**src/rtl/inv_mix_columns_seq.sv**
```systemverilog
`default_nettype none
// ============================================================================
// Module      : inv_mix_columns_seq
// Description : Column-serial AES AddRoundKey + InvMixColumns back-end with
//               valid/ready handshakes on both sides.
// Revision    : 1.0 - initial release
// ============================================================================
module inv_mix_columns_seq #(
    parameter int COLS_PER_CYCLE = 1
) (
    input  logic         clk,
    input  logic         rst,
    input  logic         in_valid,
    output logic         in_ready,
    input  logic [127:0] state_in,
    input  logic [127:0] round_key,
    input  logic         key_en,
    output logic         out_valid,
    input  logic         out_ready,
    output logic [127:0] state_out
);

    generate
        if (!(COLS_PER_CYCLE == 1 || COLS_PER_CYCLE == 2 || COLS_PER_CYCLE == 4)) begin : g_bad_cpc
            $error("inv_mix_columns_seq: COLS_PER_CYCLE must be 1, 2 or 4");
        end
    endgenerate

    localparam int         c_STEPS = 4 / COLS_PER_CYCLE;
    localparam logic [1:0] c_LAST  = 2'(c_STEPS - 1);
    // Truncates to 0 for 4 columns/cycle, so the lane index collapses to the lane number.
    localparam logic [1:0] c_CPC   = 2'(COLS_PER_CYCLE);

    typedef enum logic [1:0] {
        S_IDLE = 2'd0,
        S_BUSY = 2'd1,
        S_DONE = 2'd2
    } state_t;

    state_t         r_state;
    state_t         w_state_next;
    logic           w_accept;
    logic [1:0]     r_cnt;
    logic [127:0]   r_work;
    logic [127:0]   r_state_out;
    logic           r_out_valid;
    logic [127:0]   w_load;
    logic [127:0]   w_step;
    logic [1:0]     w_idx;
    logic [31:0]    w_col_in  [4];
    logic [31:0]    w_col_out [4];

    function automatic logic [7:0] f_xtime(input logic [7:0] a);
        return {a[6:0], 1'b0} ^ (a[7] ? 8'h1b : 8'h00);
    endfunction

    function automatic logic [31:0] f_inv_mix_col(input logic [31:0] col);
        logic [7:0] a  [4];
        logic [7:0] x2 [4];
        logic [7:0] x4 [4];
        logic [7:0] x8 [4];
        logic [7:0] m9 [4];
        logic [7:0] mb [4];
        logic [7:0] md [4];
        logic [7:0] me [4];
        for (int i = 0; i < 4; i++) begin
            a[i]  = col[31-8*i -: 8];
            x2[i] = f_xtime(a[i]);
            x4[i] = f_xtime(x2[i]);
            x8[i] = f_xtime(x4[i]);
            m9[i] = x8[i] ^ a[i];
            mb[i] = x8[i] ^ x2[i] ^ a[i];
            md[i] = x8[i] ^ x4[i] ^ a[i];
            me[i] = x8[i] ^ x4[i] ^ x2[i];
        end
        return {me[0] ^ mb[1] ^ md[2] ^ m9[3],
                m9[0] ^ me[1] ^ mb[2] ^ md[3],
                md[0] ^ m9[1] ^ me[2] ^ mb[3],
                mb[0] ^ md[1] ^ m9[2] ^ me[3]};
    endfunction

    assign w_load = state_in ^ (key_en ? round_key : 128'd0);

    generate
        for (genvar c = 0; c < 4; c++) begin : g_cols
            assign w_col_in[c]           = r_work[127-32*c -: 32];
            assign w_step[127-32*c -: 32] = w_col_out[c];
        end
    endgenerate

    // Only the COLS_PER_CYCLE columns addressed by the counter are rewritten.
    always_comb begin
        w_idx = 2'd0;
        for (int c = 0; c < 4; c++) begin
            w_col_out[c] = w_col_in[c];
        end
        for (int j = 0; j < COLS_PER_CYCLE; j++) begin
            w_idx            = r_cnt * c_CPC + 2'(j);
            w_col_out[w_idx] = f_inv_mix_col(w_col_in[w_idx]);
        end
    end

    always_ff @(posedge clk) begin
        if (rst) begin
            r_state <= S_IDLE;
        end else begin
            r_state <= w_state_next;
        end
    end

    always_comb begin
        w_state_next = r_state;
        in_ready     = 1'b0;
        case (r_state)
            S_IDLE: begin
                in_ready = 1'b1;
                if (in_valid) begin
                    w_state_next = S_BUSY;
                end
            end
            S_BUSY: begin
                if (r_cnt == c_LAST) begin
                    w_state_next = S_DONE;
                end
            end
            S_DONE: begin
                in_ready = out_ready;
                if (out_ready) begin
                    w_state_next = in_valid ? S_BUSY : S_IDLE;
                end
            end
            default: begin
                w_state_next = S_IDLE;
            end
        endcase
        if (rst) begin
            in_ready = 1'b0;
        end
        w_accept = in_valid && in_ready;
    end

    always_ff @(posedge clk) begin
        if (rst) begin
            r_work      <= '0;
            r_cnt       <= '0;
            r_out_valid <= 1'b0;
            r_state_out <= '0;
        end else begin
            if (w_accept) begin
                r_work      <= w_load;
                r_cnt       <= '0;
                r_out_valid <= 1'b0;
            end else if (r_state == S_BUSY) begin
                r_work <= w_step;
                if (r_cnt == c_LAST) begin
                    r_cnt       <= '0;
                    r_out_valid <= 1'b1;
                    r_state_out <= w_step;
                end else begin
                    r_cnt <= r_cnt + 2'd1;
                end
            end else if (r_state == S_DONE && out_ready) begin
                r_out_valid <= 1'b0;
            end
        end
    end

    assign out_valid = r_out_valid;
    assign state_out = r_state_out;

endmodule
`default_nettype wire

```
**config.mk**
```make
export PLATFORM = sky130hd
export DESIGN_NAME = inv_mix_columns_seq
export DESIGN_NICKNAME = d
export VERILOG_FILES = /design/src/rtl/inv_mix_columns_seq.sv
export SDC_FILE = /design/constraint.sdc
export NUM_CORES = 1
export LEC_CHECK = 0
export BUFFER_PORTS_ARGS = -buffer_cell sky130_fd_sc_hd__clkbuf_2
export CORE_MARGIN = 3
export CORE_UTILIZATION = 59
export DETAILED_ROUTE_END_ITERATION = 10
export PLACE_DENSITY_LB_ADDON = 0.25
export SLEW_MARGIN = 20
export SYNTH_ARGS = -nofsm -noshare
export SYNTH_HDL_FRONTEND = slang
export SYNTH_SLANG_ARGS = --single-unit
```
**constraint.sdc**
```tcl
create_clock -name clk -period 7.2 [get_ports clk]
set_input_delay 0 -clock clk [delete_from_list [all_inputs] [get_ports clk]]
set_output_delay 0 -clock clk [all_outputs]
set_load 0.05 [all_outputs]
```
=== After elaboration in Yosys (flattened, before gate mapping) ===
Cells that the tools add are included.

* Equality and inequality tests: 6
* Bitwise logic cells: 51
* Add/sub/neg operators: 1
* Reduce and logical (&&, ||, !) cells: 10
* Mux-type cells: 32
* $lt $le $gt $ge: 2

{| class="wikitable"
|+ Operator list
! kind !! number
|-
| $mux 128 || 3
|-
| $xor 8x8->8 || 36
|-
| $bwmux 128 || 1
|-
| $xor 128x128->128 || 1
|-
| $mux 32 || 3
|-
| $xor 8x5->8 || 12
|-
| $bmux 32 s2 || 1
|-
| $demux 32 s2 || 1
|-
| $mux 5 || 12
|-
| $mux 2 || 4
|-
| $ne 2x2->1 const B || 3
|-
| $pmux 2 s3 || 1
|-
| $reduce_and 3->1 || 2
|-
| $mux 1 || 5
|-
| $eq 2x2->1 const B || 2
|-
| $reduce_bool 2->1 || 2
|-
| $ge 3x3->1 const B || 1
|-
| $logic_and 1x1->1 || 3
|-
| $lt 3x1->1 const B || 1
|-
| $not 2->3 || 1
|-
| $add 2x1->2 const B || 1
|-
| $eq 2x1->1 const B || 1
|-
| $logic_not 2->1 || 1
|-
| $pmux 1 s2 || 1
|-
| 3 further kinds || 3
|}

* Output and inout port bits: 130
* Word-level logic and storage cells: 107
* Register bits after elaboration: 261
* Input bits: 261

=== Logic depth before layout (Yosys ltp) ===
* Depth after elaboration: 18
* Gate-level depth with buffers: 11
* Depth with buffers taken out: 7

=== Worst setup path before layout ===
Ideal clock, no wire load.

* Kind: flip-flop to flip-flop
* Start point: register r_cnt[0]
* End point: register r_state_out[100] (netlist: state_out[100])
* Buffers on the path: 2
* Required time: 7.068 ns
* Arrival: 3.064 ns
* Period minus slack after synthesis: 3.196 ns
* Setup time: 0.132 ns
* Setup slack: 4.004 ns
* Stages on the path, launching flop included: 10
* Cell sequence: dfxtp_1 buf_6 buf_6 mux4_2 xnor3_2 xor3_2 xor2_4 xnor3_1 a211oi_1 nor3_1

* Cells in the longest elaborated chain, start to end: 14
* Elaborated cells between the ends (all ways): 45
* Classes of those cells: order compare: 2; eq/ne: 1; mux: 17; bitwise: 23; reduce/logical: 2

{| class="wikitable"
|+ RTL lines
! what !! RTL line !! text
|-
| from (decl) || 43 || <nowiki>logic [1:0] r_cnt;</nowiki>
|-
| from (signal assigned) || 160 || <nowiki>r_cnt <= r_cnt + 2'd1;</nowiki>
|-
| $not 2->3 (not written as such) || 99 || <nowiki>w_col_out[w_idx] = f_inv_mix_col(w_col_in[w_idx]);</nowiki>
|-
| $bmux 32 s2 || 99 ||
|-
| $mux 32 (not written as such) (2 in series) || 99 ||
|-
| $xor 8x5->8 || 54 || <nowiki>return {a[6:0], 1'b0} ^ (a[7] ? 8'h1b : 8'h00);</nowiki>
|-
| $mux 5 / $xor 8x5->8 (equally long branches) || 54 ||
|-
| $xor 8x5->8 / $mux 5 (equally long branches) || 54 ||
|-
| $xor 8x5->8 || 54 ||
|-
| $xor 8x8->8, on equally long branches (2 in series) || 72, 73 ||
|-
| $xor 8x8->8 (3 in series) || 79 || <nowiki>mb[0] ^ md[1] ^ m9[2] ^ me[3]};</nowiki>
|-
| $bwmux 128 || 99 ||
|-
| to (signal assigned) || 158 || <nowiki>r_state_out <= w_step;</nowiki>
|-
| to (decl) || 45 || <nowiki>logic [127:0] r_state_out;</nowiki>
|}

Several ways; a longest one is shown, not always the timed one. The select of a mux whose other input is x is not followed.
A chain may end at the register's enable or synchronous reset.

=== Worst setup path after layout ===
* Start point: register r_cnt[0]
* End point: register r_work[75]

* Cells in the longest elaborated chain, start to end: 16
* Elaborated cells between the ends (all ways): 44
* Classes of those cells: order compare: 2; mux: 18; bitwise: 23; reduce/logical: 1

{| class="wikitable"
|+ RTL lines
! what !! RTL line !! text
|-
| $not 2->3 (not written as such) (*) || 99 ||
|-
| $bmux 32 s2 || 99 ||
|-
| $mux 32 (not written as such) (2 in series) || 99 ||
|-
| $mux 5 / $xor 8x5->8 (equally long branches) || 54 ||
|-
| $xor 8x5->8 || 54 ||
|-
| $xor 8x5->8 / $mux 5 (equally long branches) || 54 ||
|-
| $xor 8x5->8 || 54 ||
|-
| $xor 8x8->8 (2 in series) || 73 || <nowiki>md[i] = x8[i] ^ x4[i] ^ a[i];</nowiki>
|-
| $xor 8x8->8 (3 in series) || 78 || <nowiki>md[0] ^ m9[1] ^ me[2] ^ mb[3],</nowiki>
|-
| $bwmux 128 (*) || 99 ||
|-
| $mux 128 (*) || 153 || <nowiki>end else if (r_state == S_BUSY) begin</nowiki>
|-
| $mux 128 (*) || 149 || <nowiki>if (w_accept) begin</nowiki>
|-
| to (signal assigned) || 150 || <nowiki>r_work <= w_load;</nowiki>
|-
| to (signal assigned) || 154 || <nowiki>r_work <= w_step;</nowiki>
|-
| to (decl) || 44 || <nowiki>logic [127:0] r_work;</nowiki>
|}

Every way passes the cells marked *; elsewhere a longest branch is shown, timed or not. The select of a mux whose other input is x is not followed.

==> summary.md <==
| Metric | Value |
|---|---|
| Status | `finished clean` |
| Startpoint types | `flop` |
| PwrDens | `553 nW/um^2` |
| CTS tree | `done` |
| Count leader, synth | `dfxtp_1` |
| Critical Path RT | `7580 ps` |
| Mapped Cells | `1689` |
| Dpl hpwl | `38500 um` |
| Synth area leaders | `dfxtp_1 34%, xnor2_1 6.8%, xor2_1 6.7%` |
| Synth warnings | `0` |
| GP Congestion | `0.936` |
| Number of CTS-inserted buffers | `27` |
| Top FF cell, synth | `dfxtp_1` |
| Number of global-route vias before repair | `16100` |
| Routed wire length | `60600 um` |
| Routed vias | `16000` |
| Worst min path class | `input pin to flop` |
| Die Wd | `168 um` |
| GR Util met3 | `0.0744` |
| RSZ-0062 raised after global routing | `no` |
| Cell row count | `58` |
| Io pins | `391` |
| Synth Cell Area | `15500 sq um` |
| Setup_tns | `0 ps` |
| Area fraction of the dominant cell type after synthesis | `0.336` |
| Syn_area_per_cell | `9.20 sq um` |
| Final nets | `2440` |
| CP arrival | `4960 ps` |
| Gates resized, CTS repair | `0` |
| Clk buf depth | `3` |
| Detailed Route Iter0 Violations | `2127` |
| Final Hold Viols | `0` |
| Max Fanout on Critical Path | `20` |
| Register bit count reported by yosys | `261` |
| Skew final | `18.1 ps` |
| Largest net degree at the start of global routing | `129` |
| Layer with the highest usage | `met2` |
| Die area | `28300 sq um` |
| Clock slew at reported path FFs | `60 ps` |
| H-tree depth | `1` |
| Synth cell count leaders | `261 x dfxtp_1, 236 x nand2_1, 155 x a21oi_1` |
| Final min period | `4580 ps` |
| Post-route cell area | `20400 sq um` |
| Setup CP Type | `flop to flop` |
| FMAX | `0.219 GHz` |
| Initial antenna violation count | `1` |
| First-pass GRT wire length | `92500 um` |
| Placed cells | `2279` |
| GRT Total Usage | `0.413` |
| Measured slew at the worst slew-check pin | `1000 ps` |
| CTS root buf | `clkbuf_16` |
| Met1 Use GR | `0.504` |
| Period utilization | `0.636` |
| Post-CTS Setup Bufs | `0` |
| Routed vias/inst | `6.32` |
| Fin util | `0.799` |
| P&R area growth vs syn | `31.3%` |
| Met2 Use GR | `0.688` |
| Core box area | `25500 sq um` |
| Worst vdd ir | `0.588 mV` |
| Gr ovfl total | `0` |
| DRC | `0` |
| Max cap viols | `0` |
| Non-Filler Instances | `2525` |
| Starting Density | `0.608` |
| Antenna-violating nets left | `0` |
| Hold-fix buffers, CTS | `197` |
| Area after DPL | `17500 sq um` |
| Rel. slew slack | `0.333` |
| IO buf count | `390` |
| Ys async rst share | `0` |
| First-pass detailed-route iteration total | `6` |
| Syn_nets | `1954` |
| Critical Path End Type | `flop` |
| Netlist cell types | `43` |
| Leak | `8.59 nW` |
| Final setup vio count | `0` |
| Die height | `168 um` |
| Clk Latency, worst-skew pair | `550 ps` |
| Routed wire per std cell | `24.0 um` |
| # clock sinks | `261` |
| Number of synthesized flops with an enable pin | `0` |
| Layout cells sized above 1 | `0.256` |
| Final Max Slew Viols | `0` |
| Sequential fraction of the synthesis area | `0.336` |
| Leading area contributor after synthesis | `dfxtp_1` |
-- kinds of logic (layout without fill, tap and decap cells) --
| kind of cell | count (synthesis) | after routing | synth area share |
|---|---|---|---|
| and+or+nand+nor | 422 | 422 | 0.109 |
| buffers and inverters | 155 | 659 | 0.0408 |
| xor gates and xnor gates | 309 | 309 | 0.230 |
| AOI/OAI and AO/OA | 413 | 413 | 0.173 |
| other | 0 | 2 | 0 |
| DFF | 261 | 261 | 0.336 |
| adders and majority gates | 4 | 4 | 0.00322 |
| muxes | 125 | 125 | 0.107 |
-- worst max-delay path, cell delays in order, from the launching register on --
cell,delay [ps]
dfxtp_2,770
buf_4,450
mux4_2,710
xnor2_4,380
xnor2_2,230
xnor3_1,520
xnor2_1,520
mux2i_1,250
a2111oi_0,560
-- layout make-up --
class	count	area (sq um)
diodes	2	5.00
clock buffers	35	756
multi-input cells	1273	9710
well taps	330	413
flip-flops and latches	261	5230
fillers	1585	5140
repair buffers	604	4060
clock inverters	12	191
inverters	8	30.0
-- state kept, by name, summed over array words and instances, names as in the netlist --
signal,count
r_work,128
state_out,128
r_cnt,2
r_state,2
out_valid,1
-- per-layer routing --
layer	routed length (um)	vias up
met5	0	-
met4	4080	0
met3	5950	281
met2	28500	1241
met1	22100	7523
li1	-	6920
-- cell usage in the layout (no fill, tap or decap), types with 18 or more instances in the layout --
| cell type | synthesis | final |
|---|---|---|
| mux2i_1 | 90 | 90 |
| and2_1 | 19 | 18 |
| clkbuf_2 | 0 | 388 |
| xnor2_2 | 20 | 21 |
| mux4_2 | 32 | 32 |
| dlygate4sd3_1 | 0 | 197 |
| a21oi_1 | 155 | 155 |
| nand2_1 | 236 | 234 |
| nor3_1 | 26 | 26 |
| clkbuf_16 | 0 | 27 |
| dfxtp_1 | 261 | 259 |
| xnor2_1 | 120 | 119 |
| a221oi_1 | 19 | 19 |
| a211oi_1 | 50 | 50 |
| xnor3_1 | 37 | 37 |
| o21ai_0 | 71 | 71 |
| o221a_2 | 38 | 38 |
| xor2_1 | 118 | 118 |
| nor2_1 | 126 | 125 |
-- report_power, final --
group | switching (W) | internal [W]
Sequential | 0.000149 | 0.00159
Clock | 0.000606 | 0.000914
Combinational | 0.00495 | 0.00306
Total | 0.00571 | 0.00557
-- per-stage QoR --
stage	power [W]	hold WS (ps)	setup slack, ps
finish	0.0113	11.0	2620
global route	0.0116	28.9	2510
detailed placement	0.00931	293	2660
global placement	0.00926	284	2690
floorplan	0.00704	139	4000
CTS	0.0110	0.0533	2620
-- worst paths after layout --
kind / startpoint / end / slack [ps] / depth (start not counted)
setup / recovery: r_cnt[0] / r_work[75] / 2620 / 8
hold / removal: round_key[27] / r_work[27] / 10 / 6
setup reg to reg: r_cnt[0] / r_work[75] / 2620 / 8
hold reg to reg: state_out[7] / state_out[7] / 460 / 2
Note: power is estimated with default switching activity, not from simulation.
